<file path="src/rtl/lane_ser_pkg.sv">
`default_nettype none
// ============================================================================
//  Module   : lane_ser_pkg
//  Purpose  : Shared types and helpers for the lane mask serializer.
//  Revision : 1.0 - initial release
// ============================================================================
package lane_ser_pkg;

  // Warp width of the default configuration.
  localparam int C_NUM_LANES_DEF = 32;

  // Lane-index width for a warp of n lanes. The result is never below 1,
  // so the index port never becomes zero-width.
  function automatic int lane_idx_w(input int n);
    return (n > 1) ? $clog2(n) : 1;
  endfunction

  localparam int LANE_IDX_W = lane_idx_w(C_NUM_LANES_DEF);

  // Mask and index types for the default configuration. Instances built with
  // another warp width size their own vectors from NUM_LANES.
  typedef logic [C_NUM_LANES_DEF-1:0] lane_mask_t;
  typedef logic [LANE_IDX_W-1:0]      lane_idx_t;

  // Serializer state.
  typedef enum logic [0:0] {
    IDLE  = 1'b0,
    ISSUE = 1'b1
  } ser_state_e;

endpackage : lane_ser_pkg
`default_nettype wire

</file>
<file path="src/rtl/zero_counter.sv">
`default_nettype none
// ============================================================================
//  Module   : zero_counter
//  Purpose  : Counts trailing (MODE=0) or leading (MODE=1) zeros of a vector.
//             An all-zero input reports count 0 and raises empty_o.
//  Revision : 1.0 - initial release
// ============================================================================
module zero_counter #(
  parameter  int WIDTH = 32,
  parameter  int MODE  = 0,
  localparam int CNT_W = (WIDTH > 1) ? $clog2(WIDTH) : 1
) (
  input  logic [WIDTH-1:0] data_i,
  output logic [CNT_W-1:0] count_o,
  output logic             empty_o
);

  if (MODE == 0) begin : g_trailing
    // Scan from the top down, so the lowest set bit is the last one written.
    always_comb begin
      count_o = '0;
      for (int i = WIDTH - 1; i >= 0; i--) begin
        if (data_i[i]) count_o = CNT_W'(i);
      end
    end
  end else begin : g_leading
    // Scan from the bottom up, so the highest set bit is the last one written.
    always_comb begin
      count_o = '0;
      for (int i = 0; i < WIDTH; i++) begin
        if (data_i[i]) count_o = CNT_W'(WIDTH - 1 - i);
      end
    end
  end

  assign empty_o = ~|data_i;

endmodule : zero_counter
`default_nettype wire

</file>
<file path="src/rtl/lane_mask_serializer.sv">
`default_nettype none
// ============================================================================
//  Module   : lane_mask_serializer
//  Purpose  : Converts an active-lane mask plus tag into a stream of lane
//             indices, lowest active lane first, one beat per cycle.
//  Revision : 1.0 - initial release
// ============================================================================
module lane_mask_serializer
  import lane_ser_pkg::*;
#(
  parameter int NUM_LANES = 32,
  parameter int TAG_WIDTH = 8
) (
  input  logic                             clk_i,
  input  logic                             rst_ni,
  input  logic                             flush_i,
  input  logic                             in_valid_i,
  output logic                             in_ready_o,
  input  logic [NUM_LANES-1:0]             in_mask_i,
  input  logic [TAG_WIDTH-1:0]             in_tag_i,
  output logic                             out_valid_o,
  input  logic                             out_ready_i,
  output logic [lane_idx_w(NUM_LANES)-1:0] out_lane_o,
  output logic [TAG_WIDTH-1:0]             out_tag_o,
  output logic                             out_last_o,
  output logic                             busy_o
);

  localparam int C_IDX_W = lane_idx_w(NUM_LANES);

  if (NUM_LANES < 2) begin : g_param_check
    $fatal(1, "lane_mask_serializer: NUM_LANES must be at least 2");
  end

  ser_state_e               r_state;
  ser_state_e               w_state_nxt;
  logic [NUM_LANES-1:0]     r_mask;
  logic [NUM_LANES-1:0]     w_mask_nxt;
  logic [TAG_WIDTH-1:0]     r_tag;
  logic [TAG_WIDTH-1:0]     w_tag_nxt;

  logic [NUM_LANES-1:0]     w_mask_m1;
  logic [NUM_LANES-1:0]     w_mask_cleared;
  logic [C_IDX_W-1:0]       w_tzc;
  logic                     w_empty;
  logic                     w_last;
  logic                     w_in_fire;
  logic                     w_out_fire;
  logic                     w_in_nonzero;

  // Lowest set bit of the residual mask selects the current lane.
  zero_counter #(
    .WIDTH (NUM_LANES),
    .MODE  (0)
  ) u_tzc (
    .data_i  (r_mask),
    .count_o (w_tzc),
    .empty_o (w_empty)
  );

  // Subtracting one wraps at NUM_LANES bits; an empty mask only occurs in IDLE,
  // where the result is never used. ANDing with it clears the lowest set bit,
  // which is exactly the lane being delivered.
  assign w_mask_m1      = r_mask - {{(NUM_LANES-1){1'b0}}, 1'b1};
  assign w_mask_cleared = r_mask & w_mask_m1;
  assign w_last         = (w_mask_cleared == '0);
  assign w_in_nonzero   = |in_mask_i;

  assign w_in_fire  = in_valid_i & in_ready_o;
  assign w_out_fire = out_valid_o & out_ready_i;

  // Output decode; lane, tag and last are forced to zero outside ISSUE.
  // in_ready_o depends combinationally on out_ready_i during ISSUE so a new
  // request can be loaded on the final beat with no bubble.
  always_comb begin
    out_valid_o = 1'b0;
    out_lane_o  = '0;
    out_tag_o   = '0;
    out_last_o  = 1'b0;
    busy_o      = 1'b0;
    in_ready_o  = 1'b0;
    if (r_state == ISSUE) begin
      out_valid_o = 1'b1;
      out_lane_o  = w_tzc;
      out_tag_o   = r_tag;
      out_last_o  = w_last;
      busy_o      = 1'b1;
      in_ready_o  = ~flush_i & out_ready_i & w_last;
    end else begin
      in_ready_o  = ~flush_i;
    end
  end

  // Next-state and datapath update; flush overrides everything else.
  always_comb begin
    w_state_nxt = r_state;
    w_mask_nxt  = r_mask;
    w_tag_nxt   = r_tag;
    if (flush_i) begin
      w_state_nxt = IDLE;
      w_mask_nxt  = '0;
      w_tag_nxt   = '0;
    end else begin
      case (r_state)
        IDLE: begin
          // A zero mask is accepted and dropped without producing a beat.
          if (w_in_fire && w_in_nonzero) begin
            w_state_nxt = ISSUE;
            w_mask_nxt  = in_mask_i;
            w_tag_nxt   = in_tag_i;
          end
        end
        ISSUE: begin
          if (w_out_fire) begin
            w_mask_nxt = w_mask_cleared;
            if (w_last) begin
              if (w_in_fire && w_in_nonzero) begin
                w_mask_nxt = in_mask_i;
                w_tag_nxt  = in_tag_i;
              end else begin
                w_state_nxt = IDLE;
              end
            end
          end
        end
        default: begin
          w_state_nxt = IDLE;
          w_mask_nxt  = '0;
          w_tag_nxt   = '0;
        end
      endcase
    end
  end

  // State, residual mask and tag registers.
  always_ff @(posedge clk_i or negedge rst_ni) begin
    if (!rst_ni) begin
      r_state <= IDLE;
      r_mask  <= '0;
      r_tag   <= '0;
    end else begin
      r_state <= w_state_nxt;
      r_mask  <= w_mask_nxt;
      r_tag   <= w_tag_nxt;
    end
  end

`ifndef SYNTHESIS
  // A request in flight always has at least one lane left to deliver.
  a_issue_not_empty : assert property (
    @(posedge clk_i) disable iff (!rst_ni) (r_state == ISSUE) |-> !w_empty
  );
`endif

endmodule : lane_mask_serializer
`default_nettype wire

</file>
<file path="config.mk">
export PLATFORM = sky130hd
export DESIGN_NAME = lane_mask_serializer
export DESIGN_NICKNAME = d
export VERILOG_FILES = /design/src/rtl/lane_ser_pkg.sv /design/src/rtl/zero_counter.sv /design/src/rtl/lane_mask_serializer.sv
export SDC_FILE = /design/constraint.sdc
export NUM_CORES = 1
export LEC_CHECK = 0
export CAP_MARGIN = 20
export CORE_UTILIZATION = 47
export CTS_CLUSTER_DIAMETER = 120
export DETAILED_ROUTE_END_ITERATION = 10
export GPL_TIMING_DRIVEN = 0
export PLACE_DENSITY = 0.75
export SLEW_MARGIN = 20
export SYNTH_ARGS = -nofsm -noshare
export SYNTH_HDL_FRONTEND = slang
export SYNTH_SLANG_ARGS = --single-unit
</file>
<file path="constraint.sdc">
create_clock -name clk_i -period 5.9 [get_ports clk_i]
set_clock_uncertainty 0.05 [all_clocks]
set_input_delay 1.77 -clock clk_i [delete_from_list [all_inputs] [get_ports clk_i]]
set_output_delay 1.77 -clock clk_i [all_outputs]
set_load 0.005 [all_outputs]
</file>
# == Word-level counts from Yosys, hierarchy flattened ==
# Index checks and enable logic that the tools add are counted.
# Widths: inputs -> output; s select.
# totals
regBits,41
input_bits,45
out_inout_bits,17
wordCells,72
# op_classes
addsub,1
eq_ne,3
mux,53
n_bitwise,7
reduce_logical,5
# op_table
cell,count
$mux 5,33
$mux 32,5
$pmux 32 s2,1
$mux 8,5
$and 32x32->32,1
$logic_not 32->1,1
$reduce_or 32->1,1
$sub 32x1->32 const B,1
$pmux 8 s2,1
$mux 1,7
$ne 3x2->1 const B,2
$and 1x1->1,4
$reduce_and 2->1,2
$ne 3x3->1 const B,1
$not 1->1,2
$pmux 1 s2,1
$logic_and 1x1->1,1

# == Logic depth before layout (Yosys ltp) ==
# depth
word_depth,33
ltp_mapped,14
mapped_depth_nobuf,8

# == Hierarchy ==
# A second synthesis with hierarchy kept.
# unflattened
hier_cells,393
hier_area_um2,3196.8
# by_module_without_submodules
mod,n_inst,cells_per_inst,area_each_um2,seq_area_each_um2
lane_mask_serializer,1,328,2811.4,1026.0
zero_counter,1,65,385.4,0.0

# == Worst setup path before layout ==
# Ideal clock, no wire load.
# synth_path
path_kind,flip-flop to output port
from,reg r_mask[3]
to,out in_ready_o
arrival_time_ns,3.313
required_time_ns,4.080
slack_ns,0.767
stages_incl_launch_ff,11
n_path_buf,3
cell_sequence,dfrtp_1 buf_6 or4_1 buf_2 or4_4 buf_6 o41ai_2 nand4_1 or4_4 o41ai_2 nor2b_1
# synth_between
elab_chain_cells,5
# synth_rtl
item,line,source
from (decl),lane_mask_serializer.sv:37,logic [NUM_LANES-1:0] r_mask;
from (signal assigned),lane_mask_serializer.sv:143,r_mask <= w_mask_nxt;
$sub 32x1->32,lane_mask_serializer.sv:64,"assign w_mask_m1 = r_mask - {{(NUM_LANES-1){1'b0}}, 1'b1};"
$and 32x32->32 *,lane_mask_serializer.sv:65,assign w_mask_cleared = r_mask & w_mask_m1;
$logic_not 32->1 *,lane_mask_serializer.sv:66,assign w_last = (w_mask_cleared == '0);
$and 1x1->1 *,lane_mask_serializer.sv:88,in_ready_o = ~flush_i & out_ready_i & w_last;
$mux 1 *,lane_mask_serializer.sv:82,if (r_state == ISSUE) begin
to (decl),lane_mask_serializer.sv:18,"output logic in_ready_o,"
# Every way passes the cells marked *; elsewhere a longest branch is shown, timed or not.

# == Final worst setup path ==
# Same ends and word-level chain as after synthesis.

==> impl_metrics.env <==
export IMPL_outcome="complete, no violations"
export IMPL_drt_iter0_drc=210
export IMPL_rsz0062_at_grt="no"
export IMPL_grt_pass1_wl_um=14000
export IMPL_io_pins=62
export IMPL_tightest_slew_ns=0.740
export IMPL_clk_path_buf_depth=2
export IMPL_placed_cells=461
export IMPL_core_region_area_sq_um=5890
export IMPL_powerDensity_nw_per_um2=224
export IMPL_globalRoute_busiestLayer="met2"
export IMPL_synth_cell_types=48
export IMPL_dpl_cell_area_sq_um=3580
export IMPL_hold_violations=0
export IMPL_fin_util=0.637
export IMPL_htreeDepth=2
export IMPL_critPathCaptureType="primary output"
export IMPL_seq_area_frac_synth=0.358
export IMPL_synth_top_area_frac=0.358
export IMPL_fin_crit_ns=5.75
export IMPL_drtPass1Iterations=4
export IMPL_path_max_fanout=9
export IMPL_root_buffer="clkbuf_8"
export IMPL_asyncSetResetFlopFracSynth=1.00
export IMPL_avgViaCountPerCell=6.30
export IMPL_grt_pass1_vias=2770
export IMPL_final_layout_size_suffix_gt1_frac=0.116
export IMPL_final_common_cell="clkdlybuf4s50_1"
export IMPL_netlist_area_sq_um=2870
export IMPL_yosysTopAreaCell="dfrtp_1"
export IMPL_synth_seq_cells=41
export IMPL_fillers=538
export IMPL_clk_pin_slew_ns=0.09
export IMPL_hp_class="reg -> reg"
export IMPL_yosysWarnings=0
export IMPL_hpwl_um=6520
export IMPL_synth_main_ff_cell="dfrtp_1"
export IMPL_power_leakage_nw=1.55
export IMPL_grt_antenna_before_repair=0
export IMPL_syn_nets=370
export IMPL_gr_usage_all_layers=0.288
export IMPL_mostFrequentLayoutCells="clkdlybuf4s50_1, dfrtp_1, nor2_1, a22o_1, o31ai_1"
export IMPL_cts_sinks=41
export IMPL_overflow=0
export IMPL_period_share=0.974
export IMPL_clk_latency_ns=0.31
export IMPL_antenna_cells=0
export IMPL_ir_drop_mv=0.119
export IMPL_synthCells=325
export IMPL_crit_type="reg -> out"
export IMPL_area_growth_pct=30.8
export IMPL_wirelength_um=8820
export IMPL_initial_utilization=0.487
export IMPL_cp_data_arrival_time_ns=3.93
export IMPL_vias=2966
export IMPL_rows=28
export IMPL_design_area_sq_um=3750
export IMPL_cp_start_kind="flop"
export IMPL_finalWeightedCongestion=0.949
export IMPL_synth_edff_count=0
export IMPL_synthTopCellsByArea="dfrtp_1, a22o_1, o31ai_1"
export IMPL_final_seq_area_sq_um=1030
export IMPL_antenna_left=0
export IMPL_use_met1=0.386
export IMPL_die_area_sq_um=6420
export IMPL_portBuffers=60
export IMPL_grt_max_degree=29
export IMPL_drc=0
export IMPL_timing_fmax_ghz=0.174
export IMPL_syn_avg_cell_area_sq_um=8.82
export IMPL_cts_hold_buffers=0
export IMPL_cts_tree="done"
export IMPL_multi_input_area_sq_um=1670
export IMPL_cts_inserted_buffers=5
export IMPL_drv_slew=0
export IMPL_use_met2=0.461
export IMPL_fin_nets=440
export IMPL_die_height_um=80.1
export IMPL_critPathRequiredTime_ns=4.08
export IMPL_cap_violations=0
export IMPL_slew_headroom=0.504
export IMPL_die_x_um=80.1
export IMPL_grtUsageMet3=0.0398
export IMPL_fin_tns_setup_ns=0
export IMPL_final_cells=471
export IMPL_setup_violations=0
export IMPL_wl_per_cell_um=18.7
-- cells by family (layout without fill, tap and decap cells) --
logic type	Yosys count	count (layout)	synth area share
adder cells (fa/ha/maj)	3	3	0.0105
flip-flops	41	41	0.358
multiplexers	1	1	0.00349
AND/OR/NAND/NOR	120	120	0.221
AO/OA/AOI/OAI	120	120	0.327
buffers and inverters	40	111	0.0799
-- per-layer routing --
metal  vias up  routed length, um
met1      1453               4000
met4         0                279
met2       102               4080
met3        19                459
met5         -                  0
li1       1392                  -
-- power by group --
group,internal (mW),switching [mW],leakage [nW]
logic,0.145,0.163,0.946
clock network,0.0950,0.108,0.0512
registers,0.300,0.0282,0.549
total,0.540,0.299,1.55
-- cells in the mapped netlist (4+ instances only) --
cell and instances:
and2_1 9, clkbuf_1 16, o31ai_1 29, or4_1 5, or2_2 4, dfrtp_1 41
nor3_1 12, a211oi_1 6, o21ai_0 10, nor4_1 15, nor2_1 36, buf_6 9
nand3_1 6, a22o_1 35, a21oi_1 14, inv_1 10, nand2_1 15
-- flip-flops by register name, summed over array words and instances (netlist names) --
signal and cells:
r_mask 32, r_state 1, r_tag 8
-- layout make-up --
class / instances / share of cell area
multi-input combinational: 244 / 0.445
buffer: 28 / 0.0491
clock inverter: 2 / 0.00367
inverter: 10 / 0.0100
tap: 75 / 0.0250
sequential: 41 / 0.274
timing repair buffer: 65 / 0.172
clock buffer: 6 / 0.0220
-- metrics by stage --
step	setup WS, ns	power, mW	hold slack, ns
6_report	0.153	0.840	0.455
5_1_grt	0.0147	0.891	0.471
4_1_cts	0.185	0.840	0.456
3_5_place_dp	0.0526	0.619	0.427
3_3_place_gp	-0.0180	0.615	0.425
2_1_floorplan	0.767	0.511	0.408
-- path summary, 6_finish.rpt --
check                           slack [ns]       from    endpoint  cells past startpoint
worst max register to register        1.45  r_mask[3]  r_mask[27]                     15
worst min-delay path                  0.45   r_tag[2]    r_tag[2]                      1
max in group asynchronous             4.00     rst_ni  r_mask[18]                      2
min in group asynchronous             1.31     rst_ni   r_mask[3]                      1
worst max-delay path                  0.15  r_mask[3]  in_ready_o                     11
worst min register to register        0.45   r_tag[2]    r_tag[2]                      1
-- critical path, cell delays in order (launching register included) --
cell           delay [ns]
dfrtp_1              0.38
buf_6                0.14
or4_1                0.48
buf_2                0.17
or4_4                0.52
buf_6                0.15
o31ai_2              0.26
o211ai_1             0.15
or4_4                0.57
o41ai_4              0.38
nor2b_1              0.17
dlygate4sd2_1        0.24
-- repair_timing --
action	4_1_cts	5_1_grt
pin swaps	4	1
setup buffers	4	0
setup endpoints to repair	2	1
gates resized for setup	9	1
(Power assumes the default switching activity.)
